**src/rtl/rms_calc_pkg.sv**
```systemverilog
// Shared types and width helpers for the true-RMS block.
package rms_calc_pkg;

  typedef enum logic [1:0] {
    SQ_IDLE = 2'd0,
    SQ_CALC = 2'd1,
    SQ_DONE = 2'd2
  } sqrt_state_e;

  localparam int SAMPLE_WIDTH_DEF = 16;
  localparam int WIN_LOG2_DEF     = 8;
  localparam int SQ_W             = 2 * SAMPLE_WIDTH_DEF;
  localparam int ACC_W            = SQ_W + WIN_LOG2_DEF;

  function automatic int sq_width(input int sw);
    return 2 * sw;
  endfunction

  function automatic int acc_width(input int sw, input int wl);
    return 2 * sw + wl;
  endfunction

endpackage

```
**src/rtl/isqrt_seq.sv**
```systemverilog
// Sequential non-restoring integer square root, one root bit per clock.
//
// state   | meaning
// SQ_IDLE | waiting for start; start is ignored in any other state
// SQ_CALC | SQRT_W iterations, one floor-root bit each
// SQ_DONE | root valid for exactly one cycle
module isqrt_seq
  import rms_calc_pkg::*;
#(
  parameter int SQRT_W = 16
) (
  input  logic                  clk,
  input  logic                  rst,
  input  logic                  abort,
  input  logic                  start,
  input  logic [2*SQRT_W-1:0]   radicand,
  output logic                  busy,
  output logic                  done,
  output logic [SQRT_W-1:0]     root
);

  localparam int RAD_W = sq_width(SQRT_W);
  localparam int REM_W = SQRT_W + 2;
  localparam int ITER_W = $clog2(SQRT_W);

  sqrt_state_e         state_q;
  logic [RAD_W-1:0]    d_q;
  logic [REM_W-1:0]    r_q;
  logic [SQRT_W-1:0]   q_q;
  logic [ITER_W-1:0]   iter_q;

  logic [REM_W-1:0]    rem_shift;
  logic [REM_W-1:0]    r_n;
  logic [SQRT_W-1:0]   q_n;

  // Remainder sign selects add or subtract; no restore step is needed for the root.
  always_comb begin
    rem_shift = {r_q[REM_W-3:0], d_q[RAD_W-1 -: 2]};
    if (r_q[REM_W-1]) begin
      r_n = rem_shift + {q_q, 2'b11};
    end else begin
      r_n = rem_shift - {q_q, 2'b01};
    end
    q_n = {q_q[SQRT_W-2:0], ~r_n[REM_W-1]};
  end

  always_ff @(posedge clk or posedge rst) begin
    if (rst) begin
      state_q <= SQ_IDLE;
      d_q     <= '0;
      r_q     <= '0;
      q_q     <= '0;
      iter_q  <= '0;
    end else if (abort) begin
      state_q <= SQ_IDLE;
      iter_q  <= '0;
    end else begin
      case (state_q)
        SQ_IDLE: begin
          if (start) begin
            state_q <= SQ_CALC;
            d_q     <= radicand;
            r_q     <= '0;
            q_q     <= '0;
            iter_q  <= '0;
          end
        end
        SQ_CALC: begin
          d_q    <= d_q << 2;
          r_q    <= r_n;
          q_q    <= q_n;
          iter_q <= iter_q + ITER_W'(1);
          if (iter_q == ITER_W'(SQRT_W - 1)) begin
            state_q <= SQ_DONE;
          end
        end
        SQ_DONE: begin
          state_q <= SQ_IDLE;
        end
        default: begin
          state_q <= SQ_IDLE;
        end
      endcase
    end
  end

  assign busy = (state_q != SQ_IDLE);
  assign done = (state_q == SQ_DONE);
  assign root = q_q;

endmodule

```
**src/rtl/rms_calc.sv**
```systemverilog
// True-RMS over a 2^WIN_LOG2 sample window: square, accumulate, shift-divide,
// then a sequential square root feeding the rms/rms_ok outputs.
module rms_calc
  import rms_calc_pkg::*;
#(
  parameter int SAMPLE_WIDTH = 16,
  parameter int WIN_LOG2     = 8,
  parameter int SQRT_W       = 16
) (
  input  logic                           clk,
  input  logic                           rst,
  input  logic                           enable,
  input  logic signed [SAMPLE_WIDTH-1:0] sample,
  input  logic                           sample_valid,
  output logic        [SQRT_W-1:0]       rms,
  output logic                           rms_ok,
  output logic                           rms_update,
  output logic                           overrun,
  input  logic                           overrun_clr
);

  localparam int SQ_W_L  = sq_width(SAMPLE_WIDTH);
  localparam int ACC_W_L = acc_width(SAMPLE_WIDTH, WIN_LOG2);

  logic [SQ_W_L-1:0]   sq_q,  sq_d;
  logic                sq_vld_q, sq_vld_d;
  logic                last_q, last_d;
  logic [WIN_LOG2-1:0] cnt_q, cnt_d;
  logic [ACC_W_L-1:0]  acc_q, acc_d;
  logic                overrun_q, overrun_d;
  logic [SQRT_W-1:0]   rms_q, rms_d;
  logic                rms_ok_q, rms_ok_d;
  logic                rms_update_q, rms_update_d;

  logic                       fire;
  logic signed [SQ_W_L-1:0]   sq_s;
  logic [ACC_W_L-1:0]         sum;
  logic [SQ_W_L-1:0]          mean;
  logic                       sqrt_start;
  logic                       sqrt_busy;
  logic                       sqrt_done;
  logic [SQRT_W-1:0]          sqrt_root;

  assign fire       = enable & sample_valid;
  assign sq_s       = SQ_W_L'(sample) * SQ_W_L'(sample);
  assign sum        = acc_q + ACC_W_L'(sq_q);
  assign mean       = sum[ACC_W_L-1:WIN_LOG2];
  assign sqrt_start = enable & sq_vld_q & last_q;

  always_comb begin
    sq_d         = sq_q;
    sq_vld_d     = 1'b0;
    last_d       = 1'b0;
    cnt_d        = cnt_q;
    acc_d        = acc_q;
    overrun_d    = overrun_q;
    rms_d        = rms_q;
    rms_ok_d     = rms_ok_q;
    rms_update_d = 1'b0;

    if (!enable) begin
      cnt_d    = '0;
      acc_d    = '0;
      rms_ok_d = 1'b0;
    end else begin
      if (fire) begin
        sq_d     = SQ_W_L'(sq_s);
        sq_vld_d = 1'b1;
        last_d   = (cnt_q == '1);
        cnt_d    = cnt_q + WIN_LOG2'(1);
      end
      // The closing square goes into the mean, and acc restarts empty the same cycle.
      if (sq_vld_q) begin
        acc_d = last_q ? '0 : sum;
      end
      if (sqrt_done) begin
        rms_d        = sqrt_root;
        rms_update_d = 1'b1;
        rms_ok_d     = 1'b1;
      end
    end

    if (overrun_clr) begin
      overrun_d = 1'b0;
    end
    if (sqrt_start && sqrt_busy) begin
      overrun_d = 1'b1;
    end
  end

  always_ff @(posedge clk or posedge rst) begin
    if (rst) begin
      sq_q         <= '0;
      sq_vld_q     <= 1'b0;
      last_q       <= 1'b0;
      cnt_q        <= '0;
      acc_q        <= '0;
      overrun_q    <= 1'b0;
      rms_q        <= '0;
      rms_ok_q     <= 1'b0;
      rms_update_q <= 1'b0;
    end else begin
      sq_q         <= sq_d;
      sq_vld_q     <= sq_vld_d;
      last_q       <= last_d;
      cnt_q        <= cnt_d;
      acc_q        <= acc_d;
      overrun_q    <= overrun_d;
      rms_q        <= rms_d;
      rms_ok_q     <= rms_ok_d;
      rms_update_q <= rms_update_d;
    end
  end

  isqrt_seq #(
    .SQRT_W (SQRT_W)
  ) u_isqrt (
    .clk      (clk),
    .rst      (rst),
    .abort    (~enable),
    .start    (sqrt_start),
    .radicand (mean),
    .busy     (sqrt_busy),
    .done     (sqrt_done),
    .root     (sqrt_root)
  );

  assign rms        = rms_q;
  assign rms_ok     = rms_ok_q;
  assign rms_update = rms_update_q;
  assign overrun    = overrun_q;

endmodule

```
**config.mk**
```make
export PLATFORM = sky130hd
export DESIGN_NAME = rms_calc
export DESIGN_NICKNAME = d
export VERILOG_FILES = /design/src/rtl/rms_calc_pkg.sv /design/src/rtl/isqrt_seq.sv /design/src/rtl/rms_calc.sv
export SDC_FILE = /design/constraint.sdc
export NUM_CORES = 1
export LEC_CHECK = 0
export ABC_CLOCK_PERIOD_IN_PS = 7600
export BUFFER_PORTS_ARGS = -buffer_cell sky130_fd_sc_hd__buf_2
export CAP_MARGIN = 20
export CORE_ASPECT_RATIO = 0.5
export CORE_UTILIZATION = 45
export CTS_CLUSTER_DIAMETER = 30
export DETAILED_ROUTE_END_ITERATION = 8
export GPL_ROUTABILITY_DRIVEN = 0
export HOLD_SLACK_MARGIN = 0.15
export SLEW_MARGIN = 20
export SYNTH_ARGS = -nofsm -noshare
export SYNTH_HDL_FRONTEND = slang
export SYNTH_SLANG_ARGS = --single-unit
export TNS_END_PERCENT = 20
```
**constraint.sdc**
```tcl
create_clock -name clk -period 7.6 [get_ports clk]
set_clock_uncertainty 0.2 [all_clocks]
set_input_delay 1.52 -clock clk [delete_from_list [all_inputs] [get_ports clk]]
set_output_delay 1.52 -clock clk [all_outputs]
set_load 0.01 [all_outputs]
```
# Word-level counts from Yosys, hierarchy flattened
# Index checks and enable logic that the tools add are counted.
[word_totals] inputBits=21 wordCells=74 out_inout_bits=19 regBits=173
[classes] n_reduce_logical=10 addsub=5 n_eq_ne=11 n_bitwise=4 mul=1 muxes=29
[op_table] cell="2-to-1 mux 40 bit" n=3
[op_table] cell="case mux 32 bit (2 select lines)" n=1
[op_table] cell="adder 40 x 32 -> 40 bit" n=1
[op_table] cell="2-to-1 mux 18 bit" n=2
[op_table] cell="case mux 18 bit (2 select lines)" n=1
[op_table] cell="multiplier 16 x 16 -> 32 bit" n=1
[op_table] cell="2-to-1 mux 32 bit" n=1
[op_table] cell="case mux 16 bit (2 select lines)" n=1
[op_table] cell="adder 18 bit" n=1
[op_table] cell="subtractor 18 bit" n=1
[op_table] cell="2-to-1 mux 16 bit" n=1
[op_table] cell="2-to-1 mux 8 bit" n=2
[op_table] cell="2-to-1 mux 1 bit" n=10
[op_table] cell="adder 8 x 1 -> 8 bit, second input constant" n=1
[op_table] cell="equality test 8 bit, second input constant" n=1
[op_table] cell="2-to-1 mux 4 bit" n=2
[op_table] cell="case mux 4 bit (2 select lines)" n=1
[op_table] cell="AND reduction 2 bit" n=4
[op_table] cell="2-to-1 mux 2 bit" n=3
[op_table] cell="inequality test 2 x 1 -> 1 bit, second input constant" n=3
[op_table] cell="nonzero test 2 bit" n=3
[op_table] cell="adder 4 x 1 -> 4 bit, second input constant" n=1
[op_table] cell="equality test 4 bit, second input constant" n=1
[op_table] cell="case mux 2 bit (2 select lines)" n=1
[op_table] cell="other kinds (11)" n=13

# Logic depth before layout (Yosys ltp)
# Gate-level depths: netlist of run 1.
[logic_depth] word_depth=5 ltp_mapped=25 ltp_nobuf=24

# Cells and area by module
# A second synthesis of run 1 with hierarchy kept.
[unflattened] hier_cells=1940 hier_area_um2=18472.7
[modules_own_cells] mod="rms_calc" area_each_um2=14570.2 seq_area_each_um2=2502.4 n_inst=1 cells_each=1551
[modules_own_cells] mod="isqrt_seq" area_each_um2=3902.5 seq_area_each_um2=1776.7 n_inst=1 cells_each=389

# Worst setup path before layout of run 1
# No wires, ideal clock.
[synth_path] kind="input to register" from="input port sample[15]" to="register sq_q[30]" slack_ns=-0.090 arrival_time_ns=7.366 path_stages=23 path_buffers=2 setup_time_ns=0.124 path_cell_list="clkbuf_1 > inv_1 > buf_1 > nor2_1 > fa_1 > fa_1 > inv_1 > fa_1 > inv_1 > fa_1 > fa_1 > inv_1 > fa_1 > inv_1 > ha_1 > nand2_1 > nand2_1 > a21oi_1 > o21ai_0 > and3_1 > a2111oi_1 > nor4b_1 > a211o_1"
[synth_via] elab_chain_len=1
[synth_rtl] item="start, declared" line_no="rms_calc.sv:13" source="input logic signed [SAMPLE_WIDTH-1:0] sample,"
[synth_rtl] item="multiplier 16 x 16 -> 32 bit" line_no="rms_calc.sv:45" source="assign sq_s = SQ_W_L'(sample) * SQ_W_L'(sample);"
[synth_rtl] item="end signal, assigned" line_no="rms_calc.sv:103" source="sq_q <= sq_d;"
[synth_rtl] item="end, declared" line_no="rms_calc.sv:25" source="logic [SQ_W_L-1:0] sq_q, sq_d;"
# Every way passes these cells.
# A chain may end at the register's enable or synchronous reset.

# Final worst setup path of run 1
[layout_path] from="input port sample[6]" to="register sq_q[30]"
# Same word-level chain as after synthesis.

==> reports/summary.md, run 1 <==
* 0 — total of hold buffers inserted after clock tree synthesis
* sky130_fd_sc_hd__fa_1 — most frequent cell on the critical path
* 7.73 ns — critical path data required time
* 0 — number of buffers added for setup after CTS
* 100% — share of flip-flops with an asynchronous set or reset after synthesis
* 23.4% — fraction of the yosys area taken by sequential cells
* 9.14 um^2 — Post-Syn Area per Cell
* 0 — final count of hold timing violations
* 40 — number of I/O pins
* 41,600 um^2 — overall die area
* 287 um — floorplan die width
* 17 — total CTS buffers
* 0 — Antenna Diode Count
* 0 — sum of overflow across all layers after global routing
* 21 — critical path depth
* sky130_fd_sc_hd__inv_1 — most common cell after layout, fill and taps aside
* finished, final reports clean — run status
* 7.23 ns — critical path data arrival time
* 4.04 ns — worst reg2reg setup slack
* 0 — number of antenna violations at the first check in global routing
* 69,500 um — global-route wire length before repair
* sample[6] — launching element of the worst setup path
* 72 — count of different cell masters after synthesis
* 8.46% — Area Growth Syn to Fin
* 7.11 ns — minimum period implied by the final worst setup slack
* 38.9% — worst relative slew slack
* 13,300 — vias in the first global route
* u_isqrt.r_q[17] — launching point of the worst reg2reg path
* sky130_fd_sc_hd__dfrtp_1 — Top FF cell, synth
* 13,200 — total vias in the final route
* false — setup repair after global routing missed its margin
* 0.55 ns — largest stage delay on the critical path
* reg2reg — Hold Path Class
* 93.5% — final cycle utilization of the critical path
* built — TritonCTS clock tree
* 0 — DRC violations left
* 0 — final slew viol count
* sq_q[30] — Critical Path Sink
* sky130_fd_sc_hd__inv_1 (355), sky130_fd_sc_hd__nand2_1 (251), sky130_fd_sc_hd__fa_1 (234), sky130_fd_sc_hd__dfrtp_1 (171), sky130_fd_sc_hd__ha_1 (140) — commonest cells after routing, fill and taps aside
* 0 — Post-CTS Resized
* 10 — length in cells of the worst reg-to-reg path
* buf_2 -> and2_1 -> inv_1 -> fa_1 -> inv_1 -> fa_1 -> ha_1 -> inv_1 -> fa_1 -> inv_1 -> fa_1 -> fa_1 -> ha_1 -> a2111oi_0 -> o21ai_1 -> a31oi_2 -> a21o_1 -> a21oi_1 -> a2111oi_1 -> nor4b_1 -> a211o_1 — cell-by-cell listing of the critical path
* 5 — number of buffer and inverter stages on the critical path
* 141 MHz — Max Fclk
* 20.9% — overall routing resource usage
* 0 — number of setup violations in the final report
* 0 — number of flops mapped to enable cells by yosys
* 39 — Port Buffer Count
* 5 — number of optimization iterations in the first detailed-route pass
* 0.916 ns — transition at the pin with the smallest max-transition slack
* 18,300 um^2 — Post-Synthesis Cell Area
* 0 ns — setup TNS after final layout
* 39,500 um^2 — core region area
* 16.0 um — routed length per instance
* 5.13 — Avg Vias per Cell
* 6.88% — fraction of final layout cells with drive strength greater than 1
* input pin — startpoint type of the worst setup path
* 0 — Ys Warns
* 2,431 — count of nets after finishing
* 145 um — Die Span Y
* in2reg — kind of critical path
* 67 — largest net degree at the start of global routing
* 4 — H-tree Lvls
* 0 — count of maximum capacitance violations
* 0.44 ns — clock latency reported for the late side of the worst-skew pair
* 2,401 — syn_nets
* flip-flop — crit path capture type
* 18 — critical-path maximum fanout
* adder cells — family with the most delay on the worst path
* sky130_fd_sc_hd__clkbuf_16 — CTS Root Buffer Type
* 2,005 — Gate Count Post-Synth
* 2 — maximum count of clock buffers along a single path
* sky130_fd_sc_hd__fa_1 — slowest stage cell on the critical path
* 51 — number of rows created at floorplan
* 41,200 um — Final Routed Wirelength
* u_isqrt.r_q[17] — endpoint of the worst register-to-register path
* 171 — Clock Sinks
* 0 — DRT antenna net count
* 171 — FF+latch count, synth
* 826 — first-iteration detailed-routing DRC count
* 32,800 um — HPWL Detailed
* 0.07 ns — clock transition time at the flip-flop clock pins of the worst setup and hold paths
* 46.4% — Initial Utilization
==> Yosys cell counts (24+ instances only) <==
| master | count | area, um^2 |
|---|---|---|
| sky130_fd_sc_hd__dfrtp_1 | 171 | 4280 |
| sky130_fd_sc_hd__nor3_1 | 24 | 120 |
| sky130_fd_sc_hd__o21ai_0 | 43 | 215 |
| sky130_fd_sc_hd__xor2_1 | 29 | 254 |
| sky130_fd_sc_hd__nor2_1 | 72 | 270 |
| sky130_fd_sc_hd__fa_1 | 235 | 4700 |
| sky130_fd_sc_hd__a22o_1 | 43 | 377 |
| sky130_fd_sc_hd__ha_1 | 140 | 1750 |
| sky130_fd_sc_hd__and2_1 | 57 | 357 |
| sky130_fd_sc_hd__nand3_1 | 34 | 170 |
| sky130_fd_sc_hd__a21oi_1 | 87 | 435 |
| sky130_fd_sc_hd__xnor2_1 | 78 | 683 |
| sky130_fd_sc_hd__nand2_1 | 253 | 950 |
| sky130_fd_sc_hd__clkbuf_1 | 68 | 255 |
| sky130_fd_sc_hd__o21ai_1 | 70 | 350 |
| sky130_fd_sc_hd__inv_1 | 356 | 1340 |
==> metrics by stage <==
stage                     area (um^2)  util (%)  hold slack [ns]  setup WS, ns  instances
after floorplan                 18300         -            0.241        0.0135       2005
final                           19900      50.3            0.268         0.495       2578
after global placement          19300      48.7            0.255         0.153       2546
after global routing            19900      50.3            0.296         0.154       2578
after CTS                       19900      50.3            0.275         0.528       2578
after detailed placement        19300      48.7            0.257        0.0792       2546
==> final cells by class <==
class	instances	area, um^2
inverters	358	1350
multi-input cells	1405	12400
clock inverters	14	176
fillers	3741	19600
repair buffers	82	518
clock buffers	18	439
flip-flops and latches	171	4280
well taps	530	663
==> how the worst min path moves through the flow <==
| stage | from | endpoint | slack, ns | depth (start not counted) |
|---|---|---|---|---|
| after floorplan | u_isqrt.d_q[16] | u_isqrt.d_q[16] | 0.24 | 2 |
| after global placement | rms[6] | rms[6] | 0.25 | 2 |
| after detailed placement | rms[13] | rms[13] | 0.26 | 2 |
| after global routing | rms[8] | rms[8] | 0.30 | 2 |
| final | rms[6] | rms[6] | 0.27 | 2 |
| after CTS | rms[6] | rms[6] | 0.28 | 2 |
==> worst min-delay path, stage by stage, from the launching register on <==
cell                      delay, ns
sky130_fd_sc_hd__dfrtp_1       0.34
sky130_fd_sc_hd__nand2_1       0.05
sky130_fd_sc_hd__nand2_1       0.05
==> flip-flops by register name (all words and copies together), names as in the netlist <==
name	count
sq_vld_q	1
rms	16
u_isqrt.state_q	2
u_isqrt.iter_q	4
u_isqrt.root	16
rms_update	1
cnt_q	8
rms_ok	1
u_isqrt.d_q	32
last_q	1
sq_q	31
overrun	1
u_isqrt.r_q	17
acc_q	40
==> metal layers <==
layer | share of wire (%) | GRT usage [%] | vias to the layer above
met2 | 43 | 32.6 | 226
met4 | 1.1 | 4.03 | 0
met3 | 3.8 | 2.21 | 28
li1 | - | - | 6553
met5 | 0 | 0 | -
met1 | 52 | 31.6 | 6431
==> cells by family (layout without fill, tap and decap cells) <==
family                   after synthesis  count (layout)  synth area share, %
XOR/XNOR                             107             107                 5.12
AND/OR/NAND/NOR                      546             546                 14.1
adder cells (fa/ha/maj)              375             375                 35.2
buffers and inverters                429             472                 8.79
multiplexers                           7               7                0.410
flip-flops                           171             171                 23.4
AO/OA/AOI/OAI                        370             370                 13.0
Power of run 1 is not shown: default switching activity piles up to over one toggle a cycle in this logic, so the estimate is an artifact.
==> run 2, diff against run 1 <==
--- a/config.mk
+++ b/config.mk
@@ -9,11 +9,13 @@
 export BUFFER_PORTS_ARGS = -buffer_cell sky130_fd_sc_hd__buf_2
 export CAP_MARGIN = 20
 export CORE_ASPECT_RATIO = 0.5
-export CORE_UTILIZATION = 45
+export CORE_UTILIZATION = 60
 export CTS_CLUSTER_DIAMETER = 30
+export CTS_CLUSTER_SIZE = 8
 export DETAILED_ROUTE_END_ITERATION = 8
 export GPL_ROUTABILITY_DRIVEN = 0
 export HOLD_SLACK_MARGIN = 0.15
+export PLACE_DENSITY = 0.77
 export SLEW_MARGIN = 20
 export SYNTH_ARGS = -nofsm -noshare
 export SYNTH_HDL_FRONTEND = slang
==> reports/summary.md, run 2 (synthesis results as in run 1) <==
* finished, final reports clean — run status, unchanged
* false — setup repair after global routing missed its margin, unchanged
* 0 — DRT antenna net count, unchanged
* 0 — DRC violations left, unchanged
* 2 — maximum count of clock buffers along a single path, unchanged
* sky130_fd_sc_hd__fa_1 — slowest stage cell on the critical path, unchanged
* 4.01 ns — worst reg2reg setup slack, was 4.04 ns
* 0 — total of hold buffers inserted after clock tree synthesis, unchanged
* acc_q x40, u_isqrt.d_q x32, sq_q x31 — registers with the most flip-flops, unchanged
* 0 — Antenna Diode Count, unchanged
* 0 — sum of overflow across all layers after global routing, unchanged
* reg2reg — Hold Path Class, unchanged
* 0.44 ns — clock latency reported for the late side of the worst-skew pair, about the same
* sky130_fd_sc_hd__inv_1 (355), sky130_fd_sc_hd__nand2_1 (251), sky130_fd_sc_hd__fa_1 (234), sky130_fd_sc_hd__dfrtp_1 (171), sky130_fd_sc_hd__ha_1 (140) — commonest cells after routing, fill and taps aside, unchanged
* 7.18 ns — minimum period implied by the final worst setup slack, was 7.11 ns
* 36.9% — worst relative slew slack, was 38.9%
* 0 — final count of hold timing violations, unchanged
* 0 ns — setup TNS after final layout, unchanged
* acc_q — Largest Register, unchanged
* adder cells — family with the most delay on the worst path, unchanged
* 17 — total CTS buffers, unchanged
* 0 — number of buffers added for setup after CTS, unchanged
* 16.1 um — routed length per instance, was 16.0 um
* 19,600 um^2 — post-route standard cell area excluding fillers, was 19,900 um^2
* 6.79% — Area Growth Syn to Fin, was 8.46%
* 7.31 ns — critical path data arrival time, was 7.23 ns
* 66,900 um — global-route wire length before repair, was 69,500 um
* 0.00313 ns — pre-CTS setup slack, was 0.0792 ns
* 19,000 um^2 — Post-Place Cell Area, was 19,300 um^2
* 44 — number of rows created at floorplan, was 51
* 0.56 ns — largest stage delay on the critical path, was 0.55 ns
* 18 — critical-path maximum fanout, unchanged
* u_isqrt.r_q[17] — launching point of the worst reg2reg path, unchanged
* 40 — max reg flops, unchanged
* flip-flop — crit path capture type, unchanged
* 2,373 — total of fill cells in the finished design, was 3,741
* 1,048 — first-iteration detailed-routing DRC count, was 826
* 10 — length in cells of the worst reg-to-reg path, unchanged
* sky130_fd_sc_hd__fa_1 — most frequent cell on the critical path, unchanged
* 2,417 — count of nets after finishing, was 2,431
* 0 — number of setup violations in the final report, unchanged
* buf_2 -> and2_1 -> inv_1 -> fa_1 -> inv_1 -> fa_1 -> ha_1 -> inv_1 -> fa_1 -> inv_1 -> fa_1 -> fa_1 -> ha_1 -> a2111oi_0 -> o21ai_1 -> a31oi_2 -> a21o_1 -> a21oi_1 -> a2111oi_1 -> nor4b_1 -> a211o_1 — cell-by-cell listing of the critical path, unchanged
* 13,700 — vias in the first global route, was 13,300
* sky130_fd_sc_hd__inv_1 — most common cell after layout, fill and taps aside, unchanged
* 5 — number of buffer and inverter stages on the critical path, unchanged
* 0 — number of antenna violations at the first check in global routing, unchanged
* 126 um — Die Span Y, was 145 um
* built — TritonCTS clock tree, unchanged
* 29,500 um^2 — core region area, was 39,500 um^2
* 13,500 — total vias in the final route, was 13,200
* 39,100 um — Final Routed Wirelength, was 41,200 um
* 31,300 um^2 — overall die area, was 41,600 um^2
* 5.55 — Avg Vias per Cell, was 5.13
* input pin — startpoint type of the worst setup path, unchanged
* 39 — Port Buffer Count, unchanged
* 30,900 um — HPWL Detailed, was 32,800 um
* u_isqrt.r_q[17] — endpoint of the worst register-to-register path, unchanged
* rms[6] — Min-Delay Endpoint, unchanged
* 171 — Clock Sinks, unchanged
* 26.4% — overall routing resource usage, was 20.9%
* in2reg — kind of critical path, unchanged
* 4 — H-tree Lvls, unchanged
* 0 — count of maximum capacitance violations, unchanged
* rms[6] — Hold Startpoint, unchanged
* 139 MHz — Max Fclk, was 141 MHz
* 6.19% — fraction of final layout cells with drive strength greater than 1, was 6.88%
* 5 — number of optimization iterations in the first detailed-route pass, unchanged
* 2 — Hold Path Cell Cnt, unchanged
* 62.1% — Initial Utilization, was 46.4%
* 97 — largest net degree at the start of global routing, was 67
* 0.946 ns — transition at the pin with the smallest max-transition slack, was 0.916 ns
* 0.417 ns — least setup slack across all paths after layout, was 0.495 ns
* 7.73 ns — critical path data required time, about the same
* 40 — number of I/O pins, unchanged
* 0 — Post-CTS Resized, unchanged
* 249 um — floorplan die width, was 287 um
* 0.07 ns — clock transition time at the flip-flop clock pins of the worst setup and hold paths, about the same
* 94.5% — final cycle utilization of the critical path, was 93.5%
* sky130_fd_sc_hd__clkbuf_16 — CTS Root Buffer Type, unchanged
* 0 — final slew viol count, unchanged
-- run 2: cell types whose count changed in the layout (fill, tap and decap cells not counted), moves of 2 or more --
cell / previous run / this run
sky130_fd_sc_hd__clkinv_4: 1 / 3
sky130_fd_sc_hd__bufinv_16: 2 / 0
sky130_fd_sc_hd__clkinv_8: 1 / 3
sky130_fd_sc_hd__buf_4: 43 / 29
sky130_fd_sc_hd__inv_6: 4 / 1
-- run 2: per-stage QoR --
| step | hold WS (ns) | std cells | util [%] |
|---|---|---|---|
| finish | 0.268 | 2425 | 66.3 |
| global route | 0.290 | 2425 | 66.3 |
| CTS | 0.275 | 2425 | 66.3 |
| detailed placement | 0.257 | 2393 | 64.3 |
| global placement | 0.253 | 2393 | 64.3 |
| floorplan | 0.241 | 2005 | - |
-- run 2: tightest hold or removal path, cell delays in order (launching register included) --
cell	delay [ns]
sky130_fd_sc_hd__dfrtp_1	0.34
sky130_fd_sc_hd__nand2_1	0.05
sky130_fd_sc_hd__nand2_1	0.05
-- run 2: per-layer routing --
metal / up-vias / routed length [um] / track usage (%)
li1: 6531 / - / -
met1: 6519 / 19000 / 37.8
met2: 358 / 17300 / 42.2
met3: 56 / 2220 / 4.31
met4: 0 / 588 / 6.50
met5: - / 0 / 0
-- run 2: area by class of cell --
| class | instances | area, um^2 | share of cell area (%) |
|---|---|---|---|
| clock buffers | 18 | 429 | 2.19 |
| well taps | 391 | 489 | 2.50 |
| flip-flops and latches | 171 | 4280 | 21.9 |
| clock inverters | 14 | 154 | 0.787 |
| inverters | 358 | 1350 | 6.89 |
| multi-input cells | 1405 | 12400 | 63.6 |
| repair buffers | 68 | 413 | 2.11 |
-- run 2: worst max-delay path by stage --
stage	from	cells past startpoint	endpoint
final	sample[6]	21	sq_q[30]
after global routing	sample[7]	23	sq_q[31]
after CTS	sample[7]	23	sq_q[30]
after detailed placement	sample[7]	23	sq_q[30]
after global placement	sample[7]	23	sq_q[30]
after floorplan	sample[1]	23	sq_q[30]
Power of run 2 is left out for the same reason.
